--- src/rtl/error_angle_counter.sv ---
// error_angle_counter
// Signed, saturating up/down error counter fed by the CDU error-angle stage.
// Each falling edge of the synchronised _TPS timing pulse is a tick; on a tick
// the synchronised _UPLVL/_DNLVL levels request one count step up or down.
//
// Ports:
//   clk        system clock, rising edge
//   rst        asynchronous reset, active-high
//   _UPLVL     count-up request, active-low, asynchronous
//   _DNLVL     count-down request, active-low, asynchronous
//   _TPS       count-timing pulse, active-low, asynchronous
//   ERREN      counter enable, active-high, synchronous
//   ERRZRO     counter clear, active-high, synchronous
//   err_count  signed error count (two's complement, WIDTH bits)
//   at_limit   high while err_count is at +LIMIT or -LIMIT
//   dual_fault sticky flag: up and down both requested at a tick
//   cnt_pulse  one-cycle strobe for each actual change of err_count
//   cnt_dir    direction of the last change (1 = up, 0 = down)
module error_angle_counter #(
   parameter int unsigned WIDTH       = 10,
   parameter int unsigned LIMIT       = 384,
   parameter int unsigned SYNC_STAGES = 2
) (
   input  logic                    clk,
   input  logic                    rst,
   input  logic                    _UPLVL,
   input  logic                    _DNLVL,
   input  logic                    _TPS,
   input  logic                    ERREN,
   input  logic                    ERRZRO,
   output logic signed [WIDTH-1:0] err_count,
   output logic                    at_limit,
   output logic                    dual_fault,
   output logic                    cnt_pulse,
   output logic                    cnt_dir
);

   localparam logic signed [WIDTH-1:0] POS_LIMIT = WIDTH'(LIMIT);
   localparam logic signed [WIDTH-1:0] NEG_LIMIT = -POS_LIMIT;
   localparam logic signed [WIDTH-1:0] ONE       = WIDTH'(1);

   typedef enum logic [1:0] {StOff, StIdle, StStep} state_e;

   // Synchronisers: bit 0 takes the raw input, the MSB is the synced level.
   logic [SYNC_STAGES-1:0] up_sync_q;
   logic [SYNC_STAGES-1:0] dn_sync_q;
   logic [SYNC_STAGES-1:0] tps_sync_q;
   logic                   tps_prev_q;

   always_ff @(posedge clk or posedge rst) begin
      if (rst) begin
         up_sync_q  <= '1;
         dn_sync_q  <= '1;
         tps_sync_q <= '1;
         tps_prev_q <= 1'b1;
      end else begin
         up_sync_q  <= {up_sync_q[SYNC_STAGES-2:0], _UPLVL};
         dn_sync_q  <= {dn_sync_q[SYNC_STAGES-2:0], _DNLVL};
         tps_sync_q <= {tps_sync_q[SYNC_STAGES-2:0], _TPS};
         tps_prev_q <= tps_sync_q[SYNC_STAGES-1];
      end
   end

   logic tick;
   logic up_req;
   logic dn_req;

   assign tick   = tps_prev_q & ~tps_sync_q[SYNC_STAGES-1];
   assign up_req = ~up_sync_q[SYNC_STAGES-1];
   assign dn_req = ~dn_sync_q[SYNC_STAGES-1];

   state_e                  state_q, state_d;
   logic signed [WIDTH-1:0] count_q, count_d;
   logic                    step_up_q, step_up_d;  // direction latched at the tick
   logic                    at_limit_q, at_limit_d;
   logic                    fault_q, fault_d;
   logic                    pulse_q, pulse_d;
   logic                    dir_q, dir_d;

   always_comb begin
      state_d   = state_q;
      count_d   = count_q;
      step_up_d = step_up_q;
      fault_d   = fault_q;
      pulse_d   = 1'b0;
      dir_d     = dir_q;

      if (ERRZRO) begin
         count_d = '0;
         fault_d = 1'b0;
         state_d = ERREN ? StIdle : StOff;
      end else if (!ERREN) begin
         count_d = '0;
         state_d = StOff;
      end else begin
         unique case (state_q)
            StOff: begin
               state_d = StIdle;
            end
            StIdle: begin
               if (tick) begin
                  if (up_req ^ dn_req) begin
                     step_up_d = up_req;
                     state_d   = StStep;
                  end else if (up_req && dn_req) begin
                     fault_d = 1'b1;
                  end
               end
            end
            StStep: begin
               // Any tick seen here is deliberately ignored.
               state_d = StIdle;
               if (step_up_q) begin
                  if (count_q != POS_LIMIT) begin
                     count_d = count_q + ONE;
                     pulse_d = 1'b1;
                     dir_d   = 1'b1;
                  end
               end else begin
                  if (count_q != NEG_LIMIT) begin
                     count_d = count_q - ONE;
                     pulse_d = 1'b1;
                     dir_d   = 1'b0;
                  end
               end
            end
            default: begin
               state_d = StOff;
            end
         endcase
      end

      // Derived from the next count so the registered flag never lags it.
      at_limit_d = (count_d == POS_LIMIT) || (count_d == NEG_LIMIT);
   end

   always_ff @(posedge clk or posedge rst) begin
      if (rst) begin
         state_q    <= StOff;
         count_q    <= '0;
         step_up_q  <= 1'b0;
         at_limit_q <= 1'b0;
         fault_q    <= 1'b0;
         pulse_q    <= 1'b0;
         dir_q      <= 1'b0;
      end else begin
         state_q    <= state_d;
         count_q    <= count_d;
         step_up_q  <= step_up_d;
         at_limit_q <= at_limit_d;
         fault_q    <= fault_d;
         pulse_q    <= pulse_d;
         dir_q      <= dir_d;
      end
   end

   assign err_count  = count_q;
   assign at_limit   = at_limit_q;
   assign dual_fault = fault_q;
   assign cnt_pulse  = pulse_q;
   assign cnt_dir    = dir_q;

endmodule

--- config.mk ---
export PLATFORM = sky130hd
export DESIGN_NAME = error_angle_counter
export DESIGN_NICKNAME = d
export VERILOG_FILES = /design/src/rtl/error_angle_counter.sv
export SDC_FILE = /design/constraint.sdc
export NUM_CORES = 1
export LEC_CHECK = 0
export ABC_AREA = 1
export CORE_ASPECT_RATIO = 1.75
export CORE_MARGIN = 4
export CORE_UTILIZATION = 50
export DETAILED_ROUTE_END_ITERATION = 7
export GPL_TIMING_DRIVEN = 0
export PLACE_DENSITY = 0.74
export RECOVER_POWER = 25
export SLEW_MARGIN = 0
export SYNTH_ARGS = -nofsm -noshare
export SYNTH_HDL_FRONTEND = slang
export SYNTH_SLANG_ARGS = --single-unit
--- constraint.sdc ---
create_clock -name clk -period 4.9 [get_ports clk]
set_input_delay 0.98 -clock clk [delete_from_list [all_inputs] [get_ports clk]]
set_output_delay 0.98 -clock clk [all_outputs]
set_load 0.01 [all_outputs]
# --- Word-level counts from Yosys, hierarchy flattened ---
# Index checks and enable logic that the tools add are counted.
word_totals:
  ff_bits: 24
  in_bits: 7
classes:
  eq_ne: 10
  n_bitwise: 6
  mux: 27
  reduce_logical: 13
  addsub: 2
op_table:
  columns: ["op", "count"]
  rows:
  - ["2-to-1 mux 10 bit", 6]
  - ["== test 10 bit (second input constant)", 2]
  - ["!= test 10 bit (second input constant)", 2]
  - ["2-to-1 mux 1 bit", 16]
  - ["AND reduction 5 bit", 3]
  - ["adder 10 x 2 -> 10 bit (second input constant)", 1]
  - ["nonzero test 2 bit", 5]
  - ["subtractor 10 x 2 -> 10 bit (second input constant)", 1]
  - ["2-to-1 mux 2 bit", 4]
  - ["!= test 4 bit (second input constant)", 2]
  - ["NOT 1 bit", 4]
  - ["case mux 2 bit (2 select lines)", 1]
  - ["== test 2 x 1 -> 1 bit (second input constant)", 1]
  - ["== test 2 bit (second input constant)", 1]
  - ["logical NOT 2 bit", 1]
  - ["!= test 2 x 1 -> 1 bit (second input constant)", 1]
  - ["!= test 2 bit (second input constant)", 1]
  - ["AND reduction 2 bit", 1]
  - ["OR reduction 2 bit", 1]
  - ["bitwise AND 1 bit", 1]
  - ["logical AND 1 bit", 1]
  - ["logical OR 1 bit", 1]
  - ["XOR 1 bit", 1]

# --- Logic depth before layout (Yosys ltp) ---
logic_depth:
  depth_word: 8
  ltp_mapped: 15
  ltp_nobuf: 15

# --- Worst setup path after synthesis ---
# No wires, ideal clock.
synth_timing:
  path_type: "input -> register"
  startpoint: "in ERREN"
  endpoint: "reg at_limit_q, in the netlist at_limit"
  t_arrival_ps: 1614
  path_stages: 8
  path_slack_ps: 3170
  n_path_buf: 1
  path_cell_list: "inv_1 -> nor2_1 -> buf_2 -> nand2_1 -> nor2_1 -> nor2_1 -> nand3_1 -> nor2_2"
synth_between:
  elab_chain_cells: 4
  word_cells_on_any_way: 5
  classes_between: "2 x eq/ne; 2 x mux; 1 x reduce/logical"
synth_lines:
  columns: ["element", "line", "source"]
  rows:
  - ["start, declared", "29", "input logic ERREN,"]
  - ["2-to-1 mux 10 bit (*)", "92", "end else if (!ERREN) begin"]
  - ["2-to-1 mux 10 bit (*)", "88", "if (ERRZRO) begin"]
  - ["net count_d[5]", "73", "logic signed [WIDTH-1:0] count_q, count_d;"]
  - ["== test 10 bit", "134", "at_limit_d = (count_d == POS_LIMIT) || (count_d == NEG_LIMIT);"]
  - ["logical OR 1 bit (*)", "134", null]
  - ["net at_limit_d", "75", "logic at_limit_q, at_limit_d;"]
  - ["end signal, assigned", "150", "at_limit_q <= at_limit_d;"]
  - ["end, declared", "75", null]
# The timed path passes the listed nets; every way through them passes the cells marked *.
# A chain may end at the register's enable or synchronous reset.

# --- Final worst setup path ---
layout_timing:
  startpoint: "reg count_q[3], in the netlist err_count[3]"
  endpoint: "out err_count[3]"
layout_lines:
  columns: ["element", "line", "source"]
  rows:
  - ["start, declared", "73", null]
  - ["start signal, assigned", "148", "count_q <= count_d;"]
  - ["end, declared", "31", "output logic signed [WIDTH-1:0] err_count,"]
# No word-level cell between the ends.

==> flow_summary.toml <==
[status]
status = "finished, final reports clean"

[yosys]
synthTopCellsByArea = "dfrtp_1 (28%), nand2_1 (16%), dfstp_2 (12%)"
synth_top_area_frac = 0.282
ys_async_sr_fraction = 1.00
ys_ff_latch = 24
synth_common_cells = "nand2_1 (64), inv_1 (35), nand3_1 (25), nor2_1 (23), dfrtp_1 (17)"
seq_area_frac_synth = 0.403
synth_warnings = 0
synth_edf_count = 0
synth_cell_types = 24
dominantRegCellSynth = "dfrtp_1"
yosysMostFrequentCell = "nand2_1"
syn_nets = 224
syn_inst = 213
avgSynthCellArea_um2 = 7.09
synthesis.area_mm2 = 0.00151
yosysTopAreaCell = "dfrtp_1"

[clocking]
ctsHtreeMaxLevel = 1
hold_buffers = 0
post_cts_resized = 0
path_clk_slew_ns = 0.08
insertion_delay_ns = 0.26
cts_tree = "yes"
cts_setup_buffers = 0
clock_path_buffers = 2
cts-root-buf = "clkbuf_8"
numCtsBuffers = 3
cts.sinks = 24

[sta]
maxSlewViolCount = 0
worstMarginPinSlew_ns = 0.846
tns_ns = 0
finalWorstPathRequiredPeriod_ns = 2.38
fmax_ghz = 0.421
relSlewSlack = 0.435
fin_hold_ws_ns = 0.361
hold_viol_final = 0
setup_viol = 0
fin_crit_sh = 0.485
grt_setup_unrepaired = "no"
clock_skew_ns = 0.00216

[grt]
antenna_found_initial = 0
gr-total-overflow = 0
grt_max_degree = 25
first_global_vias = 1308
grt_first_pass_wirelength_mm = 5.73
grt_usage = 0.186

[critical_path]
startpoint_type = "register"
critical-path-top-delay-family = "buffers and inverters"
cp_num_buf_inv = 1
end_kind = "output port"
path_max_fanout = 7
crit_chain = "clkdlybuf4s50_1"
cp.arrival_ns = 1.40
critPathKind = "register to output port"
crit_required_ns = 3.92
cpMaxStageDelayCell = "clkdlybuf4s50_1"
max_stage_delay_ns = 0.60

[floorplanning]
core_area_mm2 = 0.00293
die_w_um = 49.5
start_util = 0.516
dieHeight_um = 80.7
die_area_mm2 = 0.00400
rows = 26
io_pins = 21

[place]
dp_cells = 261
gp_congestion = 0.938
numPortBuffers = 20
dp_hpwl_mm = 2.70

[final_layout]
fillCellCount = 280
antennaDiodeCount = 0
drive_gt1_frac = 0.105
stdcell_count = 265
area_growth_pct = 19.2
finalNetCount = 249

[detailed_routing]
wl_mm = 3.40
drtPass1Iterations = 4
vias_per_cell = 5.22
wl_per_cell_um = 12.8
drc = 0
drtIter0Drc = 56
antenna_left = 0
route.vias.total = 1384

[flow_run]
maxCapViolations = 0

[power_and_ir_drop]
ir_drop_mv = 0.200
total_leakage_power_nw = 0.947
powerDensity_mw_per_mm2 = 227

[worst_hold_path]
worst_hold_path_type = "register to register"
worst paths after layout:
check                      slack, ns  cells after the start            to         start
max                             2.52                      1  err_count[3]  err_count[3]
min                             0.36                      0  dn_sync_q[1]  dn_sync_q[0]
max reg2reg                     2.93                     13      at_limit  err_count[0]
min reg2reg                     0.36                      0  dn_sync_q[1]  dn_sync_q[0]
max in group asynchronous       3.06                      2  err_count[0]           rst
min in group asynchronous       1.32                      2  err_count[7]           rst
layer usage:
metal,GRT usage,vias up,share of wire
met5,0,-,0
met4,0.0776,0,0.016
met3,0.0204,6,0.031
met2,0.363,29,0.58
met1,0.195,635,0.38
li1,-,714,-
kinds of logic (layout without fill, tap and decap cells):
| group | count (synthesis) | count (layout) | share of synthesized area |
|---|---|---|---|
| AND/OR/NAND/NOR | 133 | 133 | 0.413 |
| flip-flops | 24 | 24 | 0.403 |
| buffers and inverters | 40 | 64 | 0.106 |
| AO/OA/AOI/OAI | 12 | 12 | 0.0439 |
| adder cells (fa/ha/maj) | 4 | 4 | 0.0331 |
per-stage QoR:
stage                util  instance area (um^2)  power [mW]  setup slack, ns
floorplan               -                  1510       0.262             3.17
global placement    0.596                  1750       0.282             2.43
detailed placement  0.596                  1750       0.283             2.42
CTS                 0.615                  1800       0.412             2.52
global route        0.615                  1800       0.428             2.48
finish              0.615                  1800       0.409             2.52
cell usage in the layout, fill, tap and decap left out, drive strengths merged, types with 3 or more instances in the layout:
cell type      Yosys  final
dfstp              7      7
inv               35     35
clkbuf             1      5
clkdlybuf4s50      0     16
nand3             30     30
buf                3      3
nand2             66     66
dfrtp             17     17
a21oi              5      5
nor2              28     28
nand4              6      6
o21ai              5      5
ha                 4      4
dlygate4sd3        0      4
flip-flops by register name, summed over array words and instances, names as in the netlist:
| signal | flops |
|---|---|
| at_limit | 1 |
| err_count | 10 |
| cnt_dir | 1 |
| cnt_pulse | 1 |
| up_sync_q | 2 |
| state_q | 2 |
| tps_sync_q | 2 |
| tps_prev_q | 1 |
| dn_sync_q | 2 |
| step_up_q | 1 |
| dual_fault | 1 |
power breakdown:
part | total [mW] | switching, mW | internal, mW
Clock | 0.131 | 0.0590 | 0.0716
Combinational | 0.0680 | 0.0457 | 0.0223
Sequential | 0.210 | 0.00298 | 0.207
Total | 0.409 | 0.108 | 0.301
layout make-up:
type	count	area [um^2]	share of cell area
Multi-Input combinational cell	149	741	0.411
Sequential cell	24	609	0.338
Timing Repair Buffer	20	200	0.111
Inverter	36	135	0.0751
Clock buffer	4	55.1	0.0306
Tap cell	28	35.0	0.0195
Buffer	4	25.0	0.0139
Note: power is estimated with default switching activity, not from simulation.
